===== config.mk =====
export PLATFORM = sky130hd
export DESIGN_NAME = uart_rx_port
export DESIGN_NICKNAME = d
export VERILOG_FILES = /design/src/rtl/uart_pkg.sv /design/src/rtl/uart_rx_fifo.sv /design/src/rtl/uart_rx_port.sv
export SDC_FILE = /design/constraint.sdc
export NUM_CORES = 1
export LEC_CHECK = 0
export CAP_MARGIN = 40
export CORE_UTILIZATION = 55
export CTS_CLUSTER_SIZE = 14
export DETAILED_ROUTE_END_ITERATION = 8
export PLACE_DENSITY = 0.77
export SYNTH_ARGS = -nofsm -noshare
export SYNTH_HDL_FRONTEND = slang
export SYNTH_SLANG_ARGS = --single-unit

===== constraint.sdc =====
create_clock -name clock -period 4 [get_ports clock]
set_input_delay 0.8 -clock clock [delete_from_list [all_inputs] [get_ports clock]]
set_output_delay 0.8 -clock clock [all_outputs]
set_load 0.1 [all_outputs]

===== src/rtl/uart_pkg.sv =====
// Shared register map, status bit positions and receive FSM encoding for the UART port.
package uart_pkg;

  localparam logic [15:0] REG_DATA   = 16'd0;
  localparam logic [15:0] REG_STATUS = 16'd1;

  localparam int unsigned ST_READY   = 0;
  localparam int unsigned ST_FULL    = 1;
  localparam int unsigned ST_OVERRUN = 2;
  localparam int unsigned ST_FRAMING = 3;

  typedef logic [1:0] rx_state_t;

  localparam rx_state_t IDLE  = 2'd0;
  localparam rx_state_t START = 2'd1;
  localparam rx_state_t DATA  = 2'd2;
  localparam rx_state_t STOP  = 2'd3;

endpackage


===== src/rtl/uart_rx_fifo.sv =====
// Synchronous FIFO with a one-bit-wider occupancy count; a push is accepted when full
// provided a pop happens in the same cycle.
module uart_rx_fifo #(
  parameter int unsigned DEPTH = 4,
  parameter int unsigned WIDTH = 8,
  localparam int unsigned PW   = $clog2(DEPTH)
) (
  input  logic             clock,
  input  logic             reset_n,
  input  logic             push,
  input  logic             pop,
  input  logic [WIDTH-1:0] wdata,
  output logic [WIDTH-1:0] head,
  output logic             empty,
  output logic             full,
  output logic [PW:0]      count
);

  logic [WIDTH-1:0] mem [DEPTH];
  logic [PW-1:0]    wptr_q, rptr_q;
  logic [PW:0]      count_q;
  logic             do_push, do_pop;

  assign empty   = (count_q == '0);
  assign full    = (count_q == (PW+1)'(DEPTH));
  assign count   = count_q;
  assign head    = mem[rptr_q];
  assign do_pop  = pop & ~empty;
  assign do_push = push & (~full | do_pop);

  always_ff @(posedge clock or negedge reset_n) begin
    if (!reset_n) begin
      wptr_q  <= '0;
      rptr_q  <= '0;
      count_q <= '0;
    end else begin
      if (do_push) wptr_q <= wptr_q + 1'b1;
      if (do_pop)  rptr_q <= rptr_q + 1'b1;
      count_q <= count_q + (PW+1)'(do_push) - (PW+1)'(do_pop);
    end
  end

  // Storage needs no reset; the count gates every read of it.
  always_ff @(posedge clock) begin
    if (do_push) mem[wptr_q] <= wdata;
  end

endmodule


===== src/rtl/uart_rx_port.sv =====
// Memory-mapped 8N1 serial receiver: synchroniser, receive FSM, byte FIFO and
// data/status registers on the CPU bus.
module uart_rx_port
  import uart_pkg::*;
#(
  parameter logic [15:0] BASE_ADDR    = 16'h5a00,
  parameter int unsigned CLKS_PER_BIT = 16,
  parameter int unsigned FIFO_DEPTH   = 4
) (
  input  logic        clock,
  input  logic        reset_n,
  input  logic [15:0] address,
  input  logic        write_en,
  input  logic        read_en,
  input  logic [7:0]  data_in,
  input  logic        rx_serial,
  output logic [7:0]  data_out,
  output logic        hit,
  output logic        irq
);

  localparam int unsigned CW   = $clog2(CLKS_PER_BIT);
  localparam int unsigned PW   = $clog2(FIFO_DEPTH);
  localparam logic [CW-1:0] CNT_HALF = CW'(CLKS_PER_BIT / 2 - 1);
  localparam logic [CW-1:0] CNT_LAST = CW'(CLKS_PER_BIT - 1);

  logic [1:0]    sync_q;
  logic          rx_s, rx_prev_q, fall;
  rx_state_t     state_q, state_d;
  logic [CW-1:0] cnt_q, cnt_d;
  logic [2:0]    bit_q, bit_d;
  logic [7:0]    shift_q, shift_d;
  logic          stop_sample;
  logic          ovr_q, ovr_d, fe_q, fe_d, irq_q;
  logic          push_ok, pop_ok, ovr_set, fe_set, wr_status;
  logic [7:0]    head, status;
  logic          empty, full;
  logic [PW:0]   count, count_next;

  assign rx_s = sync_q[1];
  assign fall = rx_prev_q & ~rx_s;

  always_comb begin
    state_d     = state_q;
    cnt_d       = cnt_q;
    bit_d       = bit_q;
    shift_d     = shift_q;
    stop_sample = 1'b0;
    case (state_q)
      IDLE: begin
        if (fall) begin
          cnt_d   = '0;
          state_d = START;
        end
      end
      START: begin
        if (cnt_q == CNT_HALF) begin
          cnt_d   = '0;
          bit_d   = '0;
          state_d = rx_s ? IDLE : DATA;
        end else begin
          cnt_d = cnt_q + 1'b1;
        end
      end
      DATA: begin
        if (cnt_q == CNT_LAST) begin
          cnt_d   = '0;
          shift_d = {rx_s, shift_q[7:1]};
          if (bit_q == 3'd7) state_d = STOP;
          else               bit_d   = bit_q + 1'b1;
        end else begin
          cnt_d = cnt_q + 1'b1;
        end
      end
      STOP: begin
        if (cnt_q == CNT_LAST) begin
          cnt_d       = '0;
          stop_sample = 1'b1;
          state_d     = IDLE;
        end else begin
          cnt_d = cnt_q + 1'b1;
        end
      end
      default: state_d = IDLE;
    endcase
  end

  // A pop frees the slot the same-cycle push lands in, so a full FIFO can still accept.
  assign pop_ok     = read_en & (address == BASE_ADDR + REG_DATA) & ~empty;
  assign push_ok    = stop_sample & rx_s & (~full | pop_ok);
  assign ovr_set    = stop_sample & rx_s & full & ~pop_ok;
  assign fe_set     = stop_sample & ~rx_s;
  assign wr_status  = write_en & (address == BASE_ADDR + REG_STATUS);
  assign ovr_d      = (ovr_q & ~(wr_status & data_in[2])) | ovr_set;
  assign fe_d       = (fe_q & ~(wr_status & data_in[3])) | fe_set;
  assign count_next = count + (PW+1)'(push_ok) - (PW+1)'(pop_ok);

  always_ff @(posedge clock or negedge reset_n) begin
    if (!reset_n) begin
      sync_q    <= 2'b11;
      rx_prev_q <= 1'b1;
      state_q   <= IDLE;
      cnt_q     <= '0;
      bit_q     <= '0;
      shift_q   <= '0;
      ovr_q     <= 1'b0;
      fe_q      <= 1'b0;
      irq_q     <= 1'b0;
    end else begin
      sync_q    <= {sync_q[0], rx_serial};
      rx_prev_q <= rx_s;
      state_q   <= state_d;
      cnt_q     <= cnt_d;
      bit_q     <= bit_d;
      shift_q   <= shift_d;
      ovr_q     <= ovr_d;
      fe_q      <= fe_d;
      irq_q     <= (count_next != '0);
    end
  end

  uart_rx_fifo #(
    .DEPTH (FIFO_DEPTH),
    .WIDTH (8)
  ) u_fifo (
    .clock   (clock),
    .reset_n (reset_n),
    .push    (push_ok),
    .pop     (pop_ok),
    .wdata   (shift_q),
    .head    (head),
    .empty   (empty),
    .full    (full),
    .count   (count)
  );

  always_comb begin
    status             = 8'h00;
    status[ST_READY]   = ~empty;
    status[ST_FULL]    = full;
    status[ST_OVERRUN] = ovr_q;
    status[ST_FRAMING] = fe_q;
  end

  always_comb begin
    data_out = 8'hff;
    if (address == BASE_ADDR + REG_DATA)        data_out = empty ? 8'hff : head;
    else if (address == BASE_ADDR + REG_STATUS) data_out = status;
  end

  assign hit = (address == BASE_ADDR + REG_DATA) | (address == BASE_ADDR + REG_STATUS);
  assign irq = irq_q;

endmodule


==> metrics.cfg <==
[routing]
ant_nets=0
drtIter0Drc=122
drt_drc_violations_left=0
drt_pass1_iterations=4
wl_per_cell_um=15.6
routed_wl_um=5160
vias_per_cell=5.59
dr_total_vias=1844

[yosys]
syn-cell-area_mm2=0.00289
synth_top_family_by_area=simple AND/OR/NAND/NOR gates
ys.flop_type=edfxtp_1
yosysSeqAreaShare_pct=59.4
synth_xor_area_share_pct=1.82
synth-edff-count=32
yosysUniqueCellTypes=48
syn-num-nets=257
synthArstFlopShare_pct=48.4
yosys_warnings=0
synth.area.mux_share_pct=9.75
synthSimpleGateAreaFrac_pct=13.5
synthAdderAreaFrac_pct=5.72
avgSynthCellArea_um2=13.4
synth_compound_area_share_pct=6.89
synth_cells=216
synth.ff_latch_count=62

[floorplan]
fp.dieArea_mm2=0.00554
num_rows=26
core_mm2=0.00507
die_h_um=74.4
die_width_um=74.4
ios=39
start_util_pct=56.9

[grt]
grt_util_all_layers_pct=20.6
grt_pass1_vias=1710
grt_pass1_wl_um=8020
antenna_found_initial=0
gr-total-overflow=0
grt_max_degree=31

[clocking]
tritoncts=built
path_clk_slew_ns=0.07
clkSinkCount=62
clock_path_buffers=2
ctsHoldBuffers=0
cts_root_buf=clkbuf_8
cts_buffers=9
ctsHtreeMaxLevel=3
postCtsSetupBuffers=0
clk_latency_ns=0.34
post_cts_resize_count=0

[sta]
layout_worst_path_cycle_share_pct=84.0
slew-limit-headroom_pct=45.6
setup_viol=0
rsz0062_at_grt=false
tightestPinTransition_ns=0.814
holdWs_ns=0.358
hold_viol=0
fin_skew_ns=0.00850
tns_ns=0
fin_crit_ns=3.36
timing.fmax_mhz=298
finalMaxSlewViolations=0

[finish]
layout-area-overhead-vs-synth_pct=20.7
stdcell_area_mm2=0.00348
drive_above_1_share_pct=22.3
fill_cells=370
final_nets=296
diodes=0
fin_cells=330

[worst_setup_path]
cp-end-kind=output port
worstPathMaxFanout=12
start_kind=input port
worst-setup-path-type=in -> out
cp.required_ns=3.20
arrival_ns=2.56

[power_and_ir_drop]
total_power_mw=1.74
power_density_mw_per_mm2=499
p_leak_nw=1.31
irDropWorstVdd_mv=0.312

[place]
dpl-instance-area_mm2=0.00328
portBuffers=32
dp_hpwl_um=3580
gp_congestion=0.777
place_inst=314

[min_path]
hold_class=reg -> reg

[job]
cap_violations=0

[status]
status=finished clean

## synthesized netlist by cell type, types with 2 or more instances
library cell / count / share of area [%]
xor2_1: 3 / 0.91
o22ai_1: 3 / 0.65
nand2_1: 23 / 3.0
nand3_1: 4 / 0.69
and3_1: 3 / 0.65
dfstp_2: 3 / 2.7
nor3b_1: 2 / 0.52
nor2_1: 11 / 1.4
nor2b_1: 2 / 0.43
inv_1: 10 / 1.3
mux2_2: 9 / 3.5
nor3_1: 2 / 0.35
nand2b_1: 2 / 0.43
mux4_2: 8 / 6.2
dfrtp_1: 27 / 23
fa_1: 2 / 1.4
edfxtp_1: 32 / 33
buf_2: 4 / 0.69
o211ai_1: 2 / 0.52
nand4_1: 3 / 0.65
ha_1: 10 / 4.3
xnor2_1: 3 / 0.91
a21oi_1: 4 / 0.69
o21ai_0: 12 / 2.1
nor4_1: 6 / 1.3
a221oi_1: 2 / 0.61
a22o_1: 3 / 0.91
## kinds of logic after synthesis
family          Yosys count
compound gates           31
mux                      17
flops                    62
fa+ha+maj                12
simple gates             69
xor+xnor                  6
buf+inv                  19
## flip-flops by register name, indices dropped and copies added, names as in the netlist, 2 cells and up, named ones only
| name | flops |
|---|---|
| u_fifo.count | 3 |
| bit_q | 3 |
| u_fifo.mem | 32 |
| u_fifo.rptr_q | 2 |
| u_fifo.wptr_q | 2 |
| cnt_q | 4 |
| sync_q | 2 |
| shift_q | 8 |
## path summary, 6_finish.rpt
path,start,endpoint,depth (start not counted),slack [ns]
max in group asynchronous,reset_n,sync_q[1],2,2.82
worst min-delay path,sync_q[0],sync_q[1],0,0.36
worst max register to register,u_fifo.count[1],irq,7,1.43
min in group asynchronous,reset_n,cnt_q[3],2,0.87
worst min register to register,sync_q[0],sync_q[1],0,0.36
worst max-delay path,address[6],data_out[1],6,0.64
## power breakdown
group / internal, mW / total [mW] / switching [mW]
registers: 0.730 / 0.810 / 0.0801
logic: 0.160 / 0.375 / 0.215
clock network: 0.295 / 0.552 / 0.257
total: 1.18 / 1.74 / 0.552
## critical path, stage by stage
cell and delay [ns]:
clkdlybuf4s50_1 0.41, nor4_2 0.31, nand4_2 0.24, inv_1 0.43, nand2_1 0.11, buf_4 0.26
## layout make-up
class                           instances  area, um^2  area share (%)
Sequential cell                        62        1720            49.2
Multi-Input combinational cell        135        1090            31.2
Timing Repair Buffer                   35         340            9.77
Clock buffer                            9         124            3.56
Tap cell                               70        87.6            2.51
Clock inverter                          7        81.3            2.33
Inverter                               12        47.5            1.36
## cell usage in the layout, fill, tap and decap left out, types with 3 or more instances in the layout
master,Yosys,routed
edfxtp_1,32,32
inv_1,10,10
dfstp_2,3,3
and3_1,3,3
dfrtp_1,27,27
buf_4,1,10
o21ai_0,12,12
a21oi_1,4,4
mux2_2,9,9
xor2_1,3,3
clkbuf_8,0,9
clkinv_4,0,3
nand3_1,4,4
xnor2_1,3,3
nand2_1,23,23
clkdlybuf4s50_1,0,23
nor2_1,11,11
nor4_1,6,6
nand4_1,3,3
o22ai_1,3,3
a22o_1,3,3
ha_1,10,10
mux4_2,8,8
## stage by stage
step                setup WS (ns)  util (%)
floorplan                   0.591         -
global placement            0.490      64.3
detailed placement          0.440      64.6
CTS                         0.630      68.6
global route                0.495      68.6
finish                      0.639      68.6
## metal layers
layer,routed length (um),GRT usage [%],vias to the layer above
li1,-,-,886
met1,2360,27.6,892
met2,2470,31.3,62
met3,275,6.23,4
met4,55,9.64,0
met5,0,0,-
(Power assumes the default switching activity.)
